<file path="config.mk">
export PLATFORM = sky130hd
export DESIGN_NAME = hdlc_rx_deframer
export DESIGN_NICKNAME = d
export VERILOG_FILES = /design/src/rtl/hdlc_rx_deframer.sv
export SDC_FILE = /design/constraint.sdc
export NUM_CORES = 1
export LEC_CHECK = 0
export BUFFER_PORTS_ARGS = -buffer_cell sky130_fd_sc_hd__clkbuf_2
export CAP_MARGIN = 40
export CORE_MARGIN = 4
export CORE_UTILIZATION = 40
export CTS_CLUSTER_DIAMETER = 50
export CTS_CLUSTER_SIZE = 28
export DETAILED_ROUTE_END_ITERATION = 16
export PLACE_DENSITY_LB_ADDON = 0.2
export SYNTH_ARGS = -nofsm -noshare
export SYNTH_HDL_FRONTEND = slang
export SYNTH_SLANG_ARGS = --single-unit
</file>
<file path="constraint.sdc">
create_clock -name Clk -period 1.8 [get_ports Clk]
set_input_delay 0.36 -clock Clk [delete_from_list [all_inputs] [get_ports Clk]]
set_output_delay 0.36 -clock Clk [all_outputs]
set_load 0.1 [all_outputs]
</file>
<file path="src/rtl/hdlc_rx_deframer.sv">
// HDLC receive deframer: flag/abort hunt, zero destuffing, LSB-first byte assembly.
// Flag/abort strobes trail the final pattern bit by two edges; the line has no backpressure.
module hdlc_rx_deframer #(
  parameter int MAX_BYTES = 128,
  parameter int SIZE_W    = 8
) (
  input  logic              Clk,
  input  logic              Rst,
  input  logic              Rx,
  input  logic              RxEN,
  output logic              Rx_FlagDetect,
  output logic              Rx_AbortDetect,
  output logic              Rx_ValidFrame,
  output logic              Rx_AbortSignal,
  output logic [7:0]        Rx_Data,
  output logic              Rx_WrBuff,
  output logic              Rx_EoF,
  output logic              Rx_FrameError,
  output logic              Rx_Overflow,
  output logic [SIZE_W-1:0] Rx_FrameSize
);

  typedef enum logic [1:0] {HUNT, FLAG_SEEN, IN_FRAME} state_t;

  localparam logic [SIZE_W-1:0] MAX_CNT = SIZE_W'(MAX_BYTES);

  state_t            state, stateNext;
  logic [7:0]        win;
  logic [6:0]        shiftReg;
  logic              wasEn;
  logic [3:0]        skipCnt;
  logic [2:0]        onesCnt;
  logic [2:0]        bitCnt;
  logic [SIZE_W-1:0] byteCnt;

  logic candBit, isFlag, isAbort, skipping, destuff, accept;
  logic closeEv, abortEv, byteDone, haveRoom;

  assign Rx_ValidFrame = (state == IN_FRAME);

  always_comb begin
    candBit  = win[7];
    // A window left over from before a disable must not match.
    isFlag   = wasEn && (win == 8'h7E);
    isAbort  = wasEn && (win == 8'h7F);
    skipping = isFlag || isAbort || (skipCnt != 4'd0);
    destuff  = !skipping && (onesCnt == 3'd5) && !candBit;
    accept   = RxEN && !skipping && !destuff && (state != HUNT);
    closeEv  = RxEN && Rx_FlagDetect && (state == IN_FRAME);
    abortEv  = RxEN && Rx_AbortDetect && (state == IN_FRAME);
    byteDone = accept && (state == IN_FRAME) && (bitCnt == 3'd7) && !closeEv && !abortEv;
    haveRoom = (byteCnt < MAX_CNT);

    stateNext = state;
    if (!RxEN) begin
      stateNext = HUNT;
    end else begin
      case (state)
        HUNT:      if (Rx_FlagDetect) stateNext = FLAG_SEEN;
        FLAG_SEEN: if (Rx_AbortDetect) stateNext = HUNT;
                   else if (!Rx_FlagDetect && accept) stateNext = IN_FRAME;
        IN_FRAME:  if (Rx_AbortDetect) stateNext = HUNT;
                   else if (Rx_FlagDetect) stateNext = FLAG_SEEN;
        default:   stateNext = HUNT;
      endcase
    end
  end

  always_ff @(posedge Clk or posedge Rst) begin
    if (Rst) state <= HUNT;
    else     state <= stateNext;
  end

  always_ff @(posedge Clk or posedge Rst) begin
    if (Rst) begin
      win            <= 8'hFF;
      shiftReg       <= '0;
      wasEn          <= 1'b0;
      skipCnt        <= '0;
      onesCnt        <= '0;
      bitCnt         <= '0;
      byteCnt        <= '0;
      Rx_FlagDetect  <= 1'b0;
      Rx_AbortDetect <= 1'b0;
      Rx_AbortSignal <= 1'b0;
      Rx_Data        <= '0;
      Rx_WrBuff      <= 1'b0;
      Rx_EoF         <= 1'b0;
      Rx_FrameError  <= 1'b0;
      Rx_Overflow    <= 1'b0;
      Rx_FrameSize   <= '0;
    end else if (!RxEN) begin
      wasEn          <= 1'b0;
      skipCnt        <= '0;
      onesCnt        <= '0;
      bitCnt         <= '0;
      byteCnt        <= '0;
      Rx_FlagDetect  <= 1'b0;
      Rx_AbortDetect <= 1'b0;
      Rx_AbortSignal <= 1'b0;
      Rx_WrBuff      <= 1'b0;
      Rx_EoF         <= 1'b0;
      Rx_Overflow    <= 1'b0;
    end else begin
      wasEn          <= 1'b1;
      // First enabled edge restarts from an all-ones window.
      win            <= wasEn ? {win[6:0], Rx} : {7'h7F, Rx};
      Rx_FlagDetect  <= isFlag;
      Rx_AbortDetect <= isAbort;
      Rx_AbortSignal <= abortEv;
      Rx_EoF         <= closeEv;
      Rx_WrBuff      <= byteDone && haveRoom;

      // The flag bits still in the window drain out over the next eight edges.
      if (isFlag)                skipCnt <= 4'd7;
      else if (skipCnt != 4'd0)  skipCnt <= skipCnt - 4'd1;

      if (skipping || !candBit)  onesCnt <= '0;
      else if (onesCnt != 3'd7)  onesCnt <= onesCnt + 3'd1;

      if (accept) shiftReg <= {candBit, shiftReg[6:1]};

      if (closeEv || abortEv || state == HUNT) begin
        bitCnt  <= '0;
        byteCnt <= '0;
      end else begin
        if (accept)                bitCnt  <= bitCnt + 3'd1;
        if (byteDone && haveRoom)  byteCnt <= byteCnt + 1'b1;
      end

      if (byteDone && haveRoom) Rx_Data <= {candBit, shiftReg};

      if (state == FLAG_SEEN && stateNext == IN_FRAME) Rx_Overflow <= 1'b0;
      else if (byteDone && !haveRoom)                  Rx_Overflow <= 1'b1;

      if (closeEv) begin
        Rx_FrameSize  <= byteCnt;
        Rx_FrameError <= (bitCnt != 3'd0);
      end
    end
  end

endmodule

</file>
Word-level counts from Yosys, hierarchy flattened
Cells that the tools add are included.
{"block": "totals", "register_bits": 59, "input_bits": 4, "output_inout_bits": 24, "elab_cells": 101}
{"block": "classes", "n_addsub": 4, "magnitude_cmp": 1, "n_eq_ne": 13, "muxes": 28, "reduce_logical": 38}
{"cell": "8-bit 2-to-1 mux", "count": 4}
{"cell": "1-bit logical AND", "count": 19}
{"cell": "3-bit 2-to-1 mux", "count": 6}
{"cell": "8-bit by 7-bit == test with 1-bit output, second input constant", "count": 2}
{"cell": "3-bit by 1-bit inequality test with 1-bit output, second input constant", "count": 5}
{"cell": "4-bit 2-to-1 mux", "count": 3}
{"cell": "2-bit 2-to-1 mux", "count": 5}
{"cell": "1-bit 2-to-1 mux", "count": 9}
{"cell": "8-bit by 1-bit adder with 8-bit output, second input constant", "count": 1}
{"cell": "8-bit less-than comparator, second input constant", "count": 1}
{"cell": "1-bit logical NOT", "count": 7}
{"cell": "3-bit by 1-bit adder with 3-bit output, second input constant", "count": 2}
{"cell": "3-bit == test, second input constant", "count": 2}
{"cell": "2-bit case mux with 3 select lines", "count": 1}
{"cell": "2-bit AND reduction", "count": 3}
{"cell": "1-bit logical OR", "count": 5}
{"cell": "2-bit == test, second input constant", "count": 2}
{"cell": "4-bit nonzero test", "count": 1}
{"cell": "4-bit by 1-bit subtractor with 4-bit output, second input constant", "count": 1}
{"cell": "3-bit inequality test, second input constant", "count": 1}
{"cell": "3-bit nonzero test", "count": 1}
{"cell": "2-bit by 1-bit == test with 1-bit output, second input constant", "count": 1}
{"cell": "2-bit logical NOT", "count": 1}
{"cell": "2-bit nonzero test", "count": 1}

Longest topological paths before layout
{"block": "logic_depth", "word_depth": 19, "ltp_mapped": 7, "ltp_nobuf": 6}

Worst setup path after synthesis
No wires, ideal clock.
{"block": "synth_timing", "kind": "register to register", "startpoint": "reg state[0]", "endpoint": "reg Rx_FrameSize[0]", "setup_time_ns": 0.126, "arrival_time_ns": 2.728, "t_required_ns": 1.674, "path_slack_ns": -1.054, "stages_incl_launch_ff": 6, "n_path_buf": 2, "synth_period_minus_slack_ns": 2.854, "cell_sequence": "dfrtp_1 > buf_2 > nor2b_1 > nand3_1 > clkbuf_1 > mux2_2"}
{"block": "synth_via", "elab_chain_cells": 3}
{"element": "start, declared", "line_no": "27", "text": "state_t state, stateNext;"}
{"element": "start signal, assigned", "line_no": "71", "text": "else state <= stateNext;"}
{"element": "2-bit == test"}
{"element": "named net Rx_ValidFrame", "line_no": "13", "text": "output logic Rx_ValidFrame,"}
{"element": "1-bit logical AND", "line_no": "49", "text": "closeEv = RxEN && Rx_FlagDetect && (state == IN_FRAME);"}
{"element": "2-bit AND reduction (no source line)"}
{"element": "end signal, assigned", "line_no": "137", "text": "Rx_FrameSize <= byteCnt;"}
{"element": "end, declared", "line_no": "20", "text": "output logic [SIZE_W-1:0] Rx_FrameSize"}
The timed path passes the listed nets, and every way through them passes these cells.
A chain may end at the register's enable or synchronous reset.

Worst setup path in the final report
{"block": "layout_timing", "startpoint": "reg bitCnt[1]", "endpoint": "reg byteCnt[0]"}
{"block": "layout_via", "elab_chain_cells": 6}
{"element": "start, declared", "line_no": "33", "text": "logic [2:0] bitCnt;"}
{"element": "start signal, assigned", "line_no": "127", "text": "if (accept) bitCnt <= bitCnt + 3'd1;"}
{"element": "3-bit == test", "line_no": "51", "text": "byteDone = accept && (state == IN_FRAME) && (bitCnt == 3'd7) && !closeEv && !abortEv;"}
{"element": "1-bit logical AND (3 in series)", "line_no": "51"}
{"element": "1-bit logical AND", "line_no": "128", "text": "if (byteDone && haveRoom) byteCnt <= byteCnt + 1'b1;"}
{"element": "3-bit by 1-bit inequality test with 1-bit output (no source line)"}
{"element": "end signal, assigned", "line_no": "128"}
{"element": "end, declared", "line_no": "34", "text": "logic [SIZE_W-1:0] byteCnt;"}
No other way between the ends.

==> results.yml <==
run_status:
  status: "finished, violations left"
  violations: "setup timing"
synthesis:
  yosysWarnings: 0
  synth-async-reset-ratio: 1.00
  syn_avg_cell_area_sq_um: 11.7
  synth-seq-area-share: 0.533
  synth_compound_area_frac: 0.0992
  netlist_area_sq_mm: 0.00279
  muxShareOfSynthArea: 0.115
  synth_flop_cell: "dfrtp_1"
  yosys.area_share.simple: 0.162
  yosys.area.top_type_share: 0.458
  synth_fp_nets: 252
  synth-xor-area-share: 0.00943
  yosysTopAreaCell: "dfrtp_1"
  syn_inst: 239
  synth_cell_types: 46
  synth_fa_ha_area_frac: 0.0404
  synth.area.top_cells: "dfrtp_1 46%, mux2_2 9.7%, dfstp_2 7.5%"
  synth_top_family_by_area: "simple AND/OR/NAND/NOR gates"
  synth-edff-count: 0
  ys_ff_latch: 59
grt:
  antenna_found_initial: 0
  grt.overflow.total: 0
  grt_max_degree: 32
  grt_first_pass_wirelength_microns: 10700
  grt_pass1_vias: 2213
  grt_use_total: 0.162
worst_setup_path:
  slowest_delay_ns: 0.47
  r2r_end: "byteCnt[0]"
  crit_type: "reg2reg"
  cpMaxStageDelayCell: "or4_4"
  end_kind: "flip-flop"
  cp_max_fo: 6
  r2r_slack_ns: -0.06
  start_kind: "flip-flop"
  reg2reg_depth: 7
  cp.required_ns: 2.07
  crit_family: "simple AND/OR/NAND/NOR gates"
  path_buf_inv: 1
  r2r-start: "bitCnt[1]"
  arrival_ns: 2.13
  crit_chain: "ha_2 -> ha_4 -> and3b_2 -> buf_6 -> nand4_4 -> or4_4 -> a21oi_2"
floorplan:
  die_w_microns: 91.5
  core_sq_mm: 0.00679
  die-area_sq_mm: 0.00836
  io_pins: 28
  start_util: 0.410
  rows: 30
  die_y_microns: 91.5
finish:
  final_nets: 337
  multi_input_area_sq_mm: 0.00137
  layout_commonest_cell: "dfrtp_1"
  area_delta_synth_final_pct: 36.9
  drive_above_1_share: 0.498
  antenna_cells: 0
  regArea_sq_mm: 0.00149
  num-fill-cells: 584
  final_cell_mix: "49 x dfrtp_1, 48 x buf_4, 26 x clkbuf_2, 22 x mux2_2"
timing:
  fin_hold_ws_ns: 0.0525
  finalMaxSlewViolations: 0
  worst_slew_pin_slew_ns: 0.556
  period_minus_slack_ns: 1.86
  max_freq_ghz: 0.537
  hold_viol: 0
  skew_ns: 0.00814
  slew_headroom: 0.631
  finalSetupViolations: 17
  fin_crit_sh: 1.04
  rsz0062_at_grt: "yes"
  totalNegativeSetupSlack_ns: -0.463
  setup_slack_ns: -0.0636
detailed_routing:
  routed_wl_microns: 6250
  vias_per_cell: 4.98
  num_vias: 2117
  drt-initial-drc-count: 65
  ant_nets: 0
  routedWlPerCell_microns: 14.7
  drt_first_pass_iters: 4
  post-route-drc-count: 0
power:
  clock_power_share: 0.288
  seq_power_share: 0.434
  powerDensity_mw_per_mm2: 889
  sw_frac_of_total: 0.275
  p_sw_mw: 0.933
  comb_power_share: 0.278
  ir_worst_vdd_v: 0.000422
  p_int_mw: 2.46
  p_leak_nw: 1.78
clock_tree:
  clkTransAtPathRegs_ns: 0.06
  root_buffer: "clkbuf_8"
  htree_levels: 3
  cts_buffer_depth: 2
  numCtsBuffers: 9
  cts_sinks: 59
  insertion_delay_ns: 0.34
  cts_tree: "yes"
  cts_hold_buf: 0
run:
  drv_cap: 0
worst_hold_path:
  min_path_type: "in2async"
place:
  routabilityCongestion: 0.809
  dpl.hpwl_microns: 4260
  port-buffer-count: 27
-- sequential cells by signal (all words and copies together), names as in the netlist --
signal / cells
state: 2
onesCnt: 3
Rx_FlagDetect: 1
Rx_Data: 8
Rx_AbortSignal: 1
Rx_WrBuff: 1
Rx_FrameError: 1
byteCnt: 8
skipCnt: 4
Rx_AbortDetect: 1
bitCnt: 3
Rx_EoF: 1
Rx_Overflow: 1
Rx_FrameSize: 8
win: 8
wasEn: 1
shiftReg: 7
-- cell type report --
type | instances | area share
clock buffer | 15 | 0.0384
clock inverter | 1 | 0.00131
inverter | 17 | 0.0177
multi-input combinational | 154 | 0.360
sequential | 59 | 0.392
tap | 96 | 0.0315
timing repair buffer | 83 | 0.160
-- through the flow --
stage          total power, mW  utilization  setup slack, ns  instance area (sq um)  cells
6_report                  3.39        0.562          -0.0636                   3810    425
2_1_floorplan             1.88            -         -0.00352                   2840    239
3_3_place_gp              2.13        0.497           -0.103                   3380    393
5_1_grt                   3.60        0.562           -0.140                   3810    425
3_5_place_dp              2.14        0.497           -0.122                   3380    393
4_1_cts                   3.33        0.542          -0.0564                   3680    421
-- worst max-delay path by stage --
| stage | start | to | slack (ns) | depth (start not counted) |
|---|---|---|---|---|
| floorplan | skipCnt[0] | Rx_Data[0] | -0.004 | 6 |
| global placement | win[3] | Rx_Data[6] | -0.10 | 4 |
| detailed placement | win[5] | Rx_Data[0] | -0.12 | 4 |
| CTS | skipCnt[0] | shiftReg[4] | -0.06 | 7 |
| global route | bitCnt[1] | byteCnt[5] | -0.14 | 7 |
| finish | bitCnt[1] | byteCnt[0] | -0.06 | 7 |
-- worst register-to-register path: stages, from the launching register on --
cell and delay (ns):
dfrtp_1 0.38, ha_2 0.21, ha_4 0.12, and3b_2 0.21, buf_6 0.11, nand4_4 0.17, or4_4 0.47, a21oi_2 0.14
-- timing repair --
action | in CTS | in global routing
hold endpoints to repair | 0 | 0
setup endpoints to repair | 29 | 29
gates cloned | 1 | 0
resized for setup | 16 | 21
pin swaps | 8 | 14
setup buffers | 11 | 5
-- cell usage after synthesis (2+ instances only) --
cell type,count
a21oi_1,10
a31oi_1,2
and3_1,4
buf_2,4
clkbuf_1,5
dfrtp_1,51
dfstp_2,8
ha_1,9
inv_1,17
mux2_2,24
mux2i_1,5
nand2_1,8
nand2b_1,4
nand3_1,6
nand3_4,2
nand4_1,6
nor2_1,12
nor2b_1,4
nor3_1,2
nor3b_1,2
nor4_1,5
o21a_1,5
o21ai_0,15
o311ai_0,2
o31ai_1,3
or4_1,3
xnor2_1,2
-- metal layers --
layer | track usage | wire length [microns] | vias up
li1 | - | - | 1034
met1 | 0.201 | 2830 | 1032
met2 | 0.266 | 3080 | 40
met3 | 0.0423 | 236 | 11
met4 | 0.0704 | 104 | 0
met5 | 0 | 0 | -
-- cells by family after synthesis --
logic type                 after synthesis
DFF                                     59
adders and majority gates                9
AOI/OAI and AO/OA                       43
buffers and inverters                   27
and+or+nand+nor                         69
muxes                                   29
xor gates and xnor gates                 3
-- power by group through the flow --
stage	clock, mW	combinational (mW)	sequential (mW)
6_report	0.976	0.941	1.47
5_1_grt	1.08	1.04	1.49
4_1_cts	1.00	0.853	1.47
3_5_place_dp	0	0.652	1.49
3_3_place_gp	0	0.640	1.49
2_1_floorplan	0	0.395	1.49
(Power assumes the default switching activity.)
